$ cat config.mk
export PLATFORM = sky130hd
export DESIGN_NAME = life_controller_16x16
export DESIGN_NICKNAME = d
export VERILOG_FILES = /design/src/rtl/life_ctrl_pkg.sv /design/src/rtl/life_step_timer.sv /design/src/rtl/life_controller_16x16.sv
export SDC_FILE = /design/constraint.sdc
export NUM_CORES = 1
export LEC_CHECK = 0
export BUFFER_PORTS_ARGS = -buffer_cell sky130_fd_sc_hd__buf_2
export CAP_MARGIN = 20
export CORE_UTILIZATION = 50
export DETAILED_ROUTE_END_ITERATION = 6
export PLACE_DENSITY = 0.86
export SLEW_MARGIN = 10
export SYNTH_ARGS = -nofsm -noshare
export SYNTH_HDL_FRONTEND = slang
export SYNTH_SLANG_ARGS = --single-unit
export TNS_END_PERCENT = 30
$ cat constraint.sdc
create_clock -name clk -period 5.9 [get_ports clk]
set_input_delay 1.18 -clock clk [delete_from_list [all_inputs] [get_ports clk]]
set_output_delay 1.18 -clock clk [all_outputs]
set_load 0.005 [all_outputs]
$ cat src/rtl/life_ctrl_pkg.sv
// Shared types and geometry for the 16x16 Life array controller.
package life_ctrl_pkg;
  localparam int ROWS  = 16;
  localparam int ROW_W = 16;
  localparam int SEL_W = 4;

  typedef enum logic [2:0] {
    ST_IDLE = 3'd0,
    ST_LOAD = 3'd1,
    ST_WAIT = 3'd2,
    ST_STEP = 3'd3,
    ST_READ = 3'd4
  } state_t;
endpackage

$ cat src/rtl/life_step_timer.sv
// Inter-generation countdown: loads max(value,1), counts down, expires at 1.
module life_step_timer #(
  parameter int W = 16
) (
  input  logic         clk,
  input  logic         reset,
  input  logic         load,
  input  logic [W-1:0] load_value,
  input  logic         count,
  output logic         expire
);
  logic [W-1:0] cnt;

  always_ff @(posedge clk or negedge reset) begin
    if (!reset) begin
      cnt <= '0;
    end else if (load) begin
      cnt <= (load_value == '0) ? W'(1) : load_value;
    end else if (count && cnt != '0) begin
      cnt <= cnt - W'(1);
    end
  end

  assign expire = (cnt == W'(1));
endmodule

$ cat src/rtl/life_controller_16x16.sv
// Sequences pattern load, generation stepping and row readout for a 16x16 Life array.
module life_controller_16x16
  import life_ctrl_pkg::*;
#(
  parameter int PERIOD_W       = 16,
  parameter int GEN_W          = 16,
  parameter bit HALT_ON_STABLE = 1'b1
) (
  input  logic                clk,
  input  logic                reset,
  input  logic                load_start,
  input  logic [ROW_W-1:0]    load_data,
  input  logic                load_valid,
  output logic                load_ready,
  input  logic                run,
  input  logic                single,
  input  logic [PERIOD_W-1:0] period,
  output logic [ROW_W-1:0]    arr_vali,
  output logic [SEL_W-1:0]    arr_vali_selector,
  output logic                arr_write_enb,
  output logic                arr_step,
  output logic [SEL_W-1:0]    arr_valo_selector,
  input  logic [ROW_W-1:0]    arr_valo,
  input  logic [ROW_W-1:0]    arr_valo_prev,
  output logic [ROW_W-1:0]    row_data,
  output logic [SEL_W-1:0]    row_idx,
  output logic                row_last,
  output logic                row_valid,
  input  logic                row_ready,
  output logic                stable,
  output logic [GEN_W-1:0]    gen_count,
  output logic                busy,
  output state_t              fsm_state
);
  // Handshakes: a transfer happens on a rising edge where valid and ready are both high;
  // valid and its data stay constant until that transfer.
  state_t           state, state_next;
  logic [SEL_W-1:0] row_cnt;
  logic             acc;
  logic             halted;
  logic             load_fire, read_fire, last_row, new_stable;
  logic             timer_load, timer_expire;

  assign last_row   = (row_cnt == SEL_W'(ROWS - 1));
  assign load_fire  = (state == ST_LOAD) && load_valid;
  assign read_fire  = (state == ST_READ) && row_ready;
  assign new_stable = acc & (arr_valo == arr_valo_prev);
  assign timer_load = (state == ST_READ) && (state_next == ST_WAIT);

  always_comb begin
    state_next = state;
    case (state)
      ST_IDLE: begin
        if (load_start)                     state_next = ST_LOAD;
        else if (single || (run && !halted)) state_next = ST_STEP;
      end
      ST_LOAD: if (load_fire && last_row) state_next = ST_IDLE;
      ST_STEP: state_next = ST_READ;
      ST_READ: begin
        if (read_fire && last_row)
          state_next = (run && !(HALT_ON_STABLE && new_stable)) ? ST_WAIT : ST_IDLE;
      end
      ST_WAIT: begin
        if (!run)              state_next = ST_IDLE;
        else if (timer_expire) state_next = ST_STEP;
      end
      default: state_next = ST_IDLE;
    endcase
  end

  always_ff @(posedge clk or negedge reset) begin
    if (!reset) begin
      state     <= ST_IDLE;
      row_cnt   <= '0;
      acc       <= 1'b0;
      halted    <= 1'b0;
      stable    <= 1'b0;
      gen_count <= '0;
    end else begin
      state <= state_next;
      if (state == ST_IDLE && state_next == ST_LOAD) begin
        row_cnt   <= '0;
        gen_count <= '0;
        stable    <= 1'b0;
      end
      if (load_fire) row_cnt <= row_cnt + SEL_W'(1);
      if (state == ST_STEP) begin
        gen_count <= gen_count + GEN_W'(1);
        row_cnt   <= '0;
        acc       <= 1'b1;
      end
      if (read_fire) begin
        row_cnt <= row_cnt + SEL_W'(1);
        acc     <= new_stable;
        if (last_row) stable <= new_stable;
      end
      // A halt on a stable generation holds off free-run until run is dropped.
      if (!run) halted <= 1'b0;
      else if (read_fire && last_row && state_next == ST_IDLE) halted <= 1'b1;
    end
  end

  life_step_timer #(.W(PERIOD_W)) u_timer (
    .clk        (clk),
    .reset      (reset),
    .load       (timer_load),
    .load_value (period),
    .count      (state == ST_WAIT),
    .expire     (timer_expire)
  );

  assign load_ready        = (state == ST_LOAD);
  assign arr_write_enb     = load_fire;
  assign arr_vali          = load_fire ? load_data : '0;
  assign arr_vali_selector = load_fire ? row_cnt : '0;
  assign arr_step          = (state == ST_STEP);
  assign row_valid         = (state == ST_READ);
  assign arr_valo_selector = row_valid ? row_cnt : '0;
  assign row_data          = row_valid ? arr_valo : '0;
  assign row_idx           = row_valid ? row_cnt : '0;
  assign row_last          = row_valid && last_row;
  assign busy              = (state != ST_IDLE);
  assign fsm_state         = state;
endmodule

**Word level (Yosys, flattened, before mapping)**

Index checks and enable logic that the tools add are counted.

- Add/subtract/negate cells: 3
- Bitwise operators: 1
- Reductions and logical operators: 23
- Multiplexer cells: 28
- Eq/ne operators: 10

Operator list:

| cell | count |
|---|---|
| $mux W16 | 7 |
| $mux W4 | 6 |
| $mux W3 | 6 |
| $add A16 B1 Y16 const B | 1 |
| $eq A16 B1 Y1 const B | 1 |
| $eq A16 B16 Y1 | 1 |
| $logic_not A16 Y1 | 1 |
| $reduce_bool A16 Y1 | 1 |
| $sub A16 B1 Y16 const B | 1 |
| $pmux W3 S5 | 1 |
| $logic_and A1 B1 Y1 | 11 |
| $eq A3 B2 Y1 const B | 3 |
| $mux W1 | 7 |
| $eq A3 B1 Y1 const B | 2 |
| $logic_not A3 Y1 | 2 |
| $reduce_bool A2 Y1 | 3 |
| $add A4 B1 Y4 const B | 1 |
| $eq A4 B4 Y1 const B | 1 |
| $reduce_bool A4 Y1 | 1 |
| $eq A3 B3 Y1 const B | 1 |
| $reduce_bool A3 Y1 | 1 |
| $logic_not A1 Y1 | 2 |
| $mux W2 | 1 |
| $ne A2 B1 Y1 const B | 1 |
| 2 further kinds | 2 |

- Flip-flop bits (word level): 42
- Word-level logic and storage cells: 72
- Output and inout bits: 70

**Depth between registers and ports, before layout**

Gate-level depths: netlist of the first run.

- Word-level depth: 13
- Gate-level depth with buffers: 9

**Hierarchy**

From an unflattened synthesis of the first run, not the netlist that was laid out.

- Cells, all modules: 356
- Area total of the unflattened synthesis: 2,994.1 µm²

By module, submodules not included:

| module | seq. area each (µm²) | area each (µm²) | cells an instance | instances |
|---|---|---|---|---|
| life_controller_16x16 | 650.6 | 1,866.8 | 223 | 1 |
| life_step_timer | 400.4 | 1,127.3 | 133 | 1 |

**Least setup slack after synthesis of the first run**

Ideal clock, no wire load.

- Path kind: input to output
- Start point: input port load_valid
- End point: output port arr_vali_selector[2]
- Data arrival time: 1.538 ns
- Setup slack: 3.182 ns
- Stages: 2
- Required time: 4.720 ns
- Cells stage by stage: clkbuf_1 -> and3_1

- Cells in the longest elaborated chain, start to end: 2

RTL lines:

| item | RTL line | source |
|---|---|---|
| start, declared | life_controller_16x16.sv:13 | `input logic load_valid,` |
| $logic_and A1 B1 Y1 | life_controller_16x16.sv:45 | `assign load_fire = (state == ST_LOAD) && load_valid;` |
| $mux W4 | life_controller_16x16.sv:115 | `assign arr_vali_selector = load_fire ? row_cnt : '0;` |
| end, declared | life_controller_16x16.sv:19 | `output logic [SEL_W-1:0] arr_vali_selector,` |

Every way passes these cells.

**Worst setup path in the final report of the first run**

- Start point: register state[0] (netlist: fsm_state[0])
- End point: output port arr_vali[2]

- Cells in the longest elaborated chain, start to end: 3

RTL lines:

| item | RTL line | source |
|---|---|---|
| start, declared | life_controller_16x16.sv:37 | `state_t state, state_next;` |
| start signal, assigned | life_controller_16x16.sv:80 | `state <= state_next;` |
| $eq A3 B1 Y1 | life_controller_16x16.sv:45 |  |
| $logic_and A1 B1 Y1 | life_controller_16x16.sv:45 |  |
| $mux W16 | life_controller_16x16.sv:114 | `assign arr_vali = load_fire ? load_data : '0;` |
| end, declared | life_controller_16x16.sv:18 | `output logic [ROW_W-1:0] arr_vali,` |

Every way passes these cells.

==> results of run 1 <==
power by group:
| part | total [mW] | internal [mW] | switching (mW) |
|---|---|---|---|
| Combinational | 0.388 | 0.166 | 0.222 |
| Clock | 0.178 | 0.0816 | 0.0960 |
| Sequential | 0.398 | 0.332 | 0.0661 |
| Total | 0.963 | 0.579 | 0.384 |
logic make-up (layout without fill, tap and decap cells):
logic type	Yosys count	in the layout
AOI/OAI and AO/OA	62	62
xor gates and xnor gates	29	29
adders and majority gates	5	5
buffers and inverters	28	156
DFF	42	42
muxes	1	1
and+or+nand+nor	175	175
sequential cells by signal, indices dropped and copies added, names as in the netlist:
name,count
u_timer.cnt,16
stable,1
gen_count,16
fsm_state,3
row_cnt,4
halted,1
acc,1
metrics by stage:
stage / std cells / setup slack, ps
6_report: 542 / 2720
5_1_grt: 542 / 2500
4_1_cts: 542 / 2720
3_5_place_dp: 535 / 2610
3_3_place_gp: 535 / 2770
2_1_floorplan: 342 / 3180
routing by layer:
layer	vias to the layer above	global-route usage	share of wire
met5	-	0	0
li1	1474	-	-
met2	129	0.440	0.49
met1	1429	0.357	0.43
met3	12	0.0384	0.062
met4	0	0.0759	0.016
final cells by class:
class / instances / area [µm²]
flip-flops and latches: 42 / 1050
multi-input cells: 272 / 1710
well taps: 72 / 90.1
clock buffers: 7 / 76.3
repair buffers: 140 / 701
inverters: 9 / 33.8
fillers: 484 / 1880
critical path: stages (launching register included):
cell and delay [ps]:
dfrtp_1 480, nor3b_2 850, and3_1 270, buf_2 110
worst min path at each step:
stage                        from       endpoint  slack (ps)  cells after the start
detailed placement         stable         stable         500                      1
CTS                  gen_count[9]   gen_count[9]         510                      1
floorplan           gen_count[15]  gen_count[15]         480                      1
finish              gen_count[15]  gen_count[15]         510                      1
global placement    gen_count[15]  gen_count[15]         470                      1
global route               stable         stable         530                      1
cells in the final DEF (no fill, tap or decap), types with 4 or more instances in the layout:
cell and instances:
o21ai_0 23, nor4_1 14, inv_1 8, nand4_1 9
a31oi_1 4, clkbuf_8 5, ha_1 5, buf_2 140
a21oi_1 9, a21oi_2 9, nor2_1 23, dfrtp_1 42
and3_1 26, and2_1 24, nand2_1 33, nor3_1 10
xor2_1 9, nand3_1 15, or3_1 4, xnor2_1 20
==> impl_metrics.env, run 1 <==
export IMPL_critical_path_class="reg2out"
export IMPL_post_route_period_util=0.539
export IMPL_muxShareOfSynthArea=0.00346
export IMPL_viasPerCell=5.62
export IMPL_place_area_mm2=0.00359
export IMPL_diodes=0
export IMPL_clock_root_buffer="clkbuf_8"
export IMPL_routed_wl_um=7940
export IMPL_async_reset_ff_frac=1.00
export IMPL_reg2reg_setup_slack_ps=3050
export IMPL_synth_top_family_by_area="simple AND/OR/NAND/NOR gates"
export IMPL_r2r_end="u_timer.cnt[14]"
export IMPL_io_buffer_count=140
export IMPL_antenna_found_initial=0
export IMPL_yosysMostFrequentCell="dfrtp_1"
export IMPL_drtPass1Iterations=4
export IMPL_synth_top_area_share=0.363
export IMPL_critPathLaunch="fsm_state[0]"
export IMPL_status="finished clean"
export IMPL_synth_edff_count=0
export IMPL_p_leak_nw=1.88
export IMPL_grt_max_degree=43
export IMPL_area_delta_synth_final_pct=26.5
export IMPL_yosys_area_share_xor_xnor=0.0877
export IMPL_drive_above_1_share=0.351
export IMPL_syn_nets=418
export IMPL_cp_arrival_ps=2000
export IMPL_whs_ps=513
export IMPL_place_gp_congestion=0.867
export IMPL_routedWlPerCell_um=14.7
export IMPL_yosysSeqAreaShare=0.363
export IMPL_hold_buffers=0
export IMPL_setup_violations_final=0
export IMPL_fin_setup_tns_ps=0
export IMPL_start_util=0.523
export IMPL_yosysWarnings=0
export IMPL_fmax_ghz=0.314
export IMPL_clock_path_buffers=2
export IMPL_stdcell_area_mm2=0.00366
export IMPL_ir_worst_vdd_uv=193
export IMPL_start_kind="flip-flop"
export IMPL_synth_compound_area_share=0.140
export IMPL_postSynthCellCount=342
export IMPL_grt_pass1_vias=2759
export IMPL_skew_ps=9.71
export IMPL_synth_area_leader_cell="dfrtp_1"
export IMPL_cts_made_buffers=5
export IMPL_cts_tree="yes"
export IMPL_clk_pin_slew_ps=80
export IMPL_ant_nets=0
export IMPL_cts_htree_levels=2
export IMPL_utilization=0.661
export IMPL_final_nets=546
export IMPL_die_h_um=78.1
export IMPL_hold_class="reg2reg"
export IMPL_period_minus_slack_ps=3180
export IMPL_io_pins=141
export IMPL_hold_violations=0
export IMPL_ys_ff_latch=42
export IMPL_hpwl_um=6080
export IMPL_postSynthAreaPerCell_um2=8.47
export IMPL_synth_top_flop_cell="dfrtp_1"
export IMPL_rsz0062_at_grt="false"
export IMPL_vias=3044
export IMPL_grt_first_pass_wirelength_um=12900
export IMPL_relSlewSlack=0.316
export IMPL_power_total_mw=0.963
export IMPL_post_cts_buffers=0
export IMPL_yosys_top_cells_count="dfrtp_1, nand2_1, and3_1"
export IMPL_drv_cap=0
export IMPL_insertion_delay_ps=290
export IMPL_synth_area_leaders="dfrtp_1, xnor2_1, and3_1"
export IMPL_synth_adder_area_share=0.0216
export IMPL_power_density_mw_per_mm2=263
export IMPL_drv_slew=0
export IMPL_core_rowCount=27
export IMPL_die_area_mm2=0.00610
export IMPL_worstMarginPinSlew_ps=1030
export IMPL_synthSimpleGateAreaFrac=0.336
export IMPL_cts_sinks=42
export IMPL_synth_area_mm2=0.00290
export IMPL_die_x_um=78.1
export IMPL_ys_types=51
export IMPL_crit_required_ps=4720
export IMPL_rr_startpoint="fsm_state[2]"
export IMPL_core_mm2=0.00554
export IMPL_cp_max_fo=23
export IMPL_grtUsageTotal=0.265
export IMPL_drt_iter0_markers=165
export IMPL_drcViolationCount=0
export IMPL_cts_resized=0
export IMPL_r2r_cells=5
export IMPL_crit_path_end="arr_vali[2]"
export IMPL_grt_overflow=0
export IMPL_worst_setup_path_end_kind="output pin"
No activity file was read; power rests on OpenSTA's default activity.
==> inputs of run 2 (changes only) <==
--- a/config.mk
+++ b/config.mk
@@ -7,9 +7,9 @@
 export LEC_CHECK = 0
 export BUFFER_PORTS_ARGS = -buffer_cell sky130_fd_sc_hd__buf_2
 export CAP_MARGIN = 20
-export CORE_UTILIZATION = 50
+export CORE_UTILIZATION = 47
 export DETAILED_ROUTE_END_ITERATION = 6
-export PLACE_DENSITY = 0.86
+export PLACE_DENSITY = 0.81
 export SLEW_MARGIN = 10
 export SYNTH_ARGS = -nofsm -noshare
 export SYNTH_HDL_FRONTEND = slang
==> constraint.sdc (replaced) <==
create_clock -name clk -period 3.05 [get_ports clk]
set_input_delay 0.61 -clock clk [delete_from_list [all_inputs] [get_ports clk]]
set_output_delay 0.61 -clock clk [all_outputs]
set_load 0.005 [all_outputs]
==> run 2 against run 1 <==
  * Power up 110%
  * Global-route usage decreased by 2.3 points
  * Hold slack worse by 67 ps
  * Combinational power rose by 98%
  * Clock power grew to 2.5 times the previous value
  * Cell count grew 1.5%
  * Critical path depth increased by 1
  * Register-to-register slack got worse by 2100 ps
  * Highest routed layer unchanged
==> impl_metrics.env, run 2 (synthesized netlist as in run 1, its figures left out) <==
export IMPL_io_buffer_count=140
export IMPL_worstMarginPinSlew_ps=961
export IMPL_grt_busiest_layer="met2"
export IMPL_area_delta_synth_final_pct=28.8
export IMPL_largestRegisters="gen_count: 16 flops, u_timer.cnt: 16 flops, row_cnt: 4 flops"
export IMPL_crit_path_end="row_idx[3]"
export IMPL_cp_slowest_cell="dfrtp_1"
export IMPL_drv_slew=0
export IMPL_status="finished clean"
export IMPL_cts_tree="yes"
export IMPL_cp_max_fo=24
export IMPL_die_h_um=80.5
export IMPL_io_pins=141
export IMPL_rsz0062_at_grt="false"
export IMPL_ir_worst_vdd_uv=309
export IMPL_routed_wl_um=7870
export IMPL_routedWlPerCell_um=14.3
export IMPL_place_gp_congestion=0.857
export IMPL_drcViolationCount=0
export IMPL_cp_arrival_ps=1590
export IMPL_cts_htree_levels=2
export IMPL_grt_overflow=0
export IMPL_stdcell_area_mm2=0.00373
export IMPL_post_route_period_util=0.720
export IMPL_viasPerCell=5.54
export IMPL_core_mm2=0.00592
export IMPL_die_area_mm2=0.00648
export IMPL_post_cts_buffers=0
export IMPL_place_area_mm2=0.00362
export IMPL_insertion_delay_ps=310
export IMPL_crit_required_ps=2440
export IMPL_worst_slack_ps=854
export IMPL_cts_made_buffers=5
export IMPL_grt_first_pass_wirelength_um=11900
export IMPL_cts_sinks=42
export IMPL_fin_setup_tns_ps=0
export IMPL_setup_violations_final=0
export IMPL_path_cells="nor3b_4 -> buf_4 -> and2_1 -> buf_2"
export IMPL_power_density_mw_per_mm2=532
export IMPL_ant_nets=0
export IMPL_final_cell_mix="buf_2, dfrtp_1, nand2_1, and3_1, and2_1"
export IMPL_cts_resized=0
export IMPL_drtPass1Iterations=4
export IMPL_relSlewSlack=0.359
export IMPL_hold_buffers=0
export IMPL_grtUsageTotal=0.241
export IMPL_dp_slack_ps=703
export IMPL_vias=3049
export IMPL_hold_class="in2async"
export IMPL_clock_root_buffer="clkbuf_8"
export IMPL_fmax_ghz=0.455
export IMPL_worst_setup_path_end_kind="output pin"
export IMPL_r2r_cells=8
export IMPL_met2_usage=0.405
export IMPL_start_kind="flip-flop"
export IMPL_critPathMaxStageDelay_ps=470
export IMPL_rr_startpoint="u_timer.cnt[0]"
export IMPL_clock_path_buffers=2
export IMPL_hold_violations=0
export IMPL_period_minus_slack_ps=2200
export IMPL_drv_cap=0
export IMPL_clk_pin_slew_ps=90
export IMPL_grt_max_degree=43
export IMPL_grt_pass1_vias=2691
export IMPL_drt_iter0_markers=156
export IMPL_die_x_um=80.5
export IMPL_start_util=0.489
export IMPL_reg2reg_setup_slack_ps=930
export IMPL_skew_ps=6.30
export IMPL_grtUsageMet3=0.0534
export IMPL_grt_use_met1=0.301
export IMPL_r2r_end="u_timer.cnt[14]"
export IMPL_p_leak_nw=1.92
export IMPL_core_rowCount=28
export IMPL_diodes=0
export IMPL_critical_path_class="reg2out"
export IMPL_antenna_found_initial=0
export IMPL_final_nets=550
export IMPL_drive_above_1_share=0.362
export IMPL_final_common_cell="buf_2"
export IMPL_power_total_mw=1.98
export IMPL_critPathLaunch="fsm_state[2]"
export IMPL_hpwl_um=6020
-- run 2: changes by cell type in the layout (fill, tap and decap cells not counted), sizes merged --
cell / delta
bufinv: +1
clkinv: +2
clkbuf: -2
buf: +4
-- run 2: area by class of cell --
type / count / area, µm²
Fill cell: 522 / 2190
Multi-Input combinational cell: 272 / 1710
Sequential cell: 42 / 1050
Timing Repair Buffer: 144 / 731
Tap cell: 75 / 93.8
Clock buffer: 5 / 68.8
Clock inverter: 3 / 40.0
Inverter: 9 / 33.8
-- run 2: worst min path at each step --
| stage | cells after the start | to | startpoint |
|---|---|---|---|
| detailed placement | 1 | gen_count[15] | gen_count[15] |
| global placement | 1 | gen_count[15] | gen_count[15] |
| global route | 1 | gen_count[14] | reset |
| floorplan | 0 | acc | reset |
| finish | 1 | u_timer.cnt[3] | reset |
| CTS | 1 | u_timer.cnt[15] | reset |
-- run 2: layer usage --
layer  vias to the layer above  wire length (µm)
met5                         -                 0
met4                         0               192
met3                        17               457
met2                       108              3840
met1                      1443              3390
li1                       1481                 -
-- run 2: per-stage QoR --
stage | util | std cells | hold WS, ps
floorplan | - | 342 | 314
global placement | 0.612 | 542 | 473
detailed placement | 0.612 | 542 | 494
CTS | 0.630 | 550 | 485
global route | 0.630 | 550 | 529
finish | 0.630 | 550 | 446
-- run 2: worst max-delay path, delay by kind of cell (launching register included) --
family                 cells  cell delay (ps)
buffers and inverters      2              380
AND/OR/NAND/NOR            2              430
flip-flops                 1              470
-- run 2: power by group --
| part | internal (mW) | switching (mW) | total, mW |
|---|---|---|---|
| Clock | 0.241 | 0.207 | 0.448 |
| Combinational | 0.339 | 0.429 | 0.768 |
| Sequential | 0.641 | 0.127 | 0.768 |
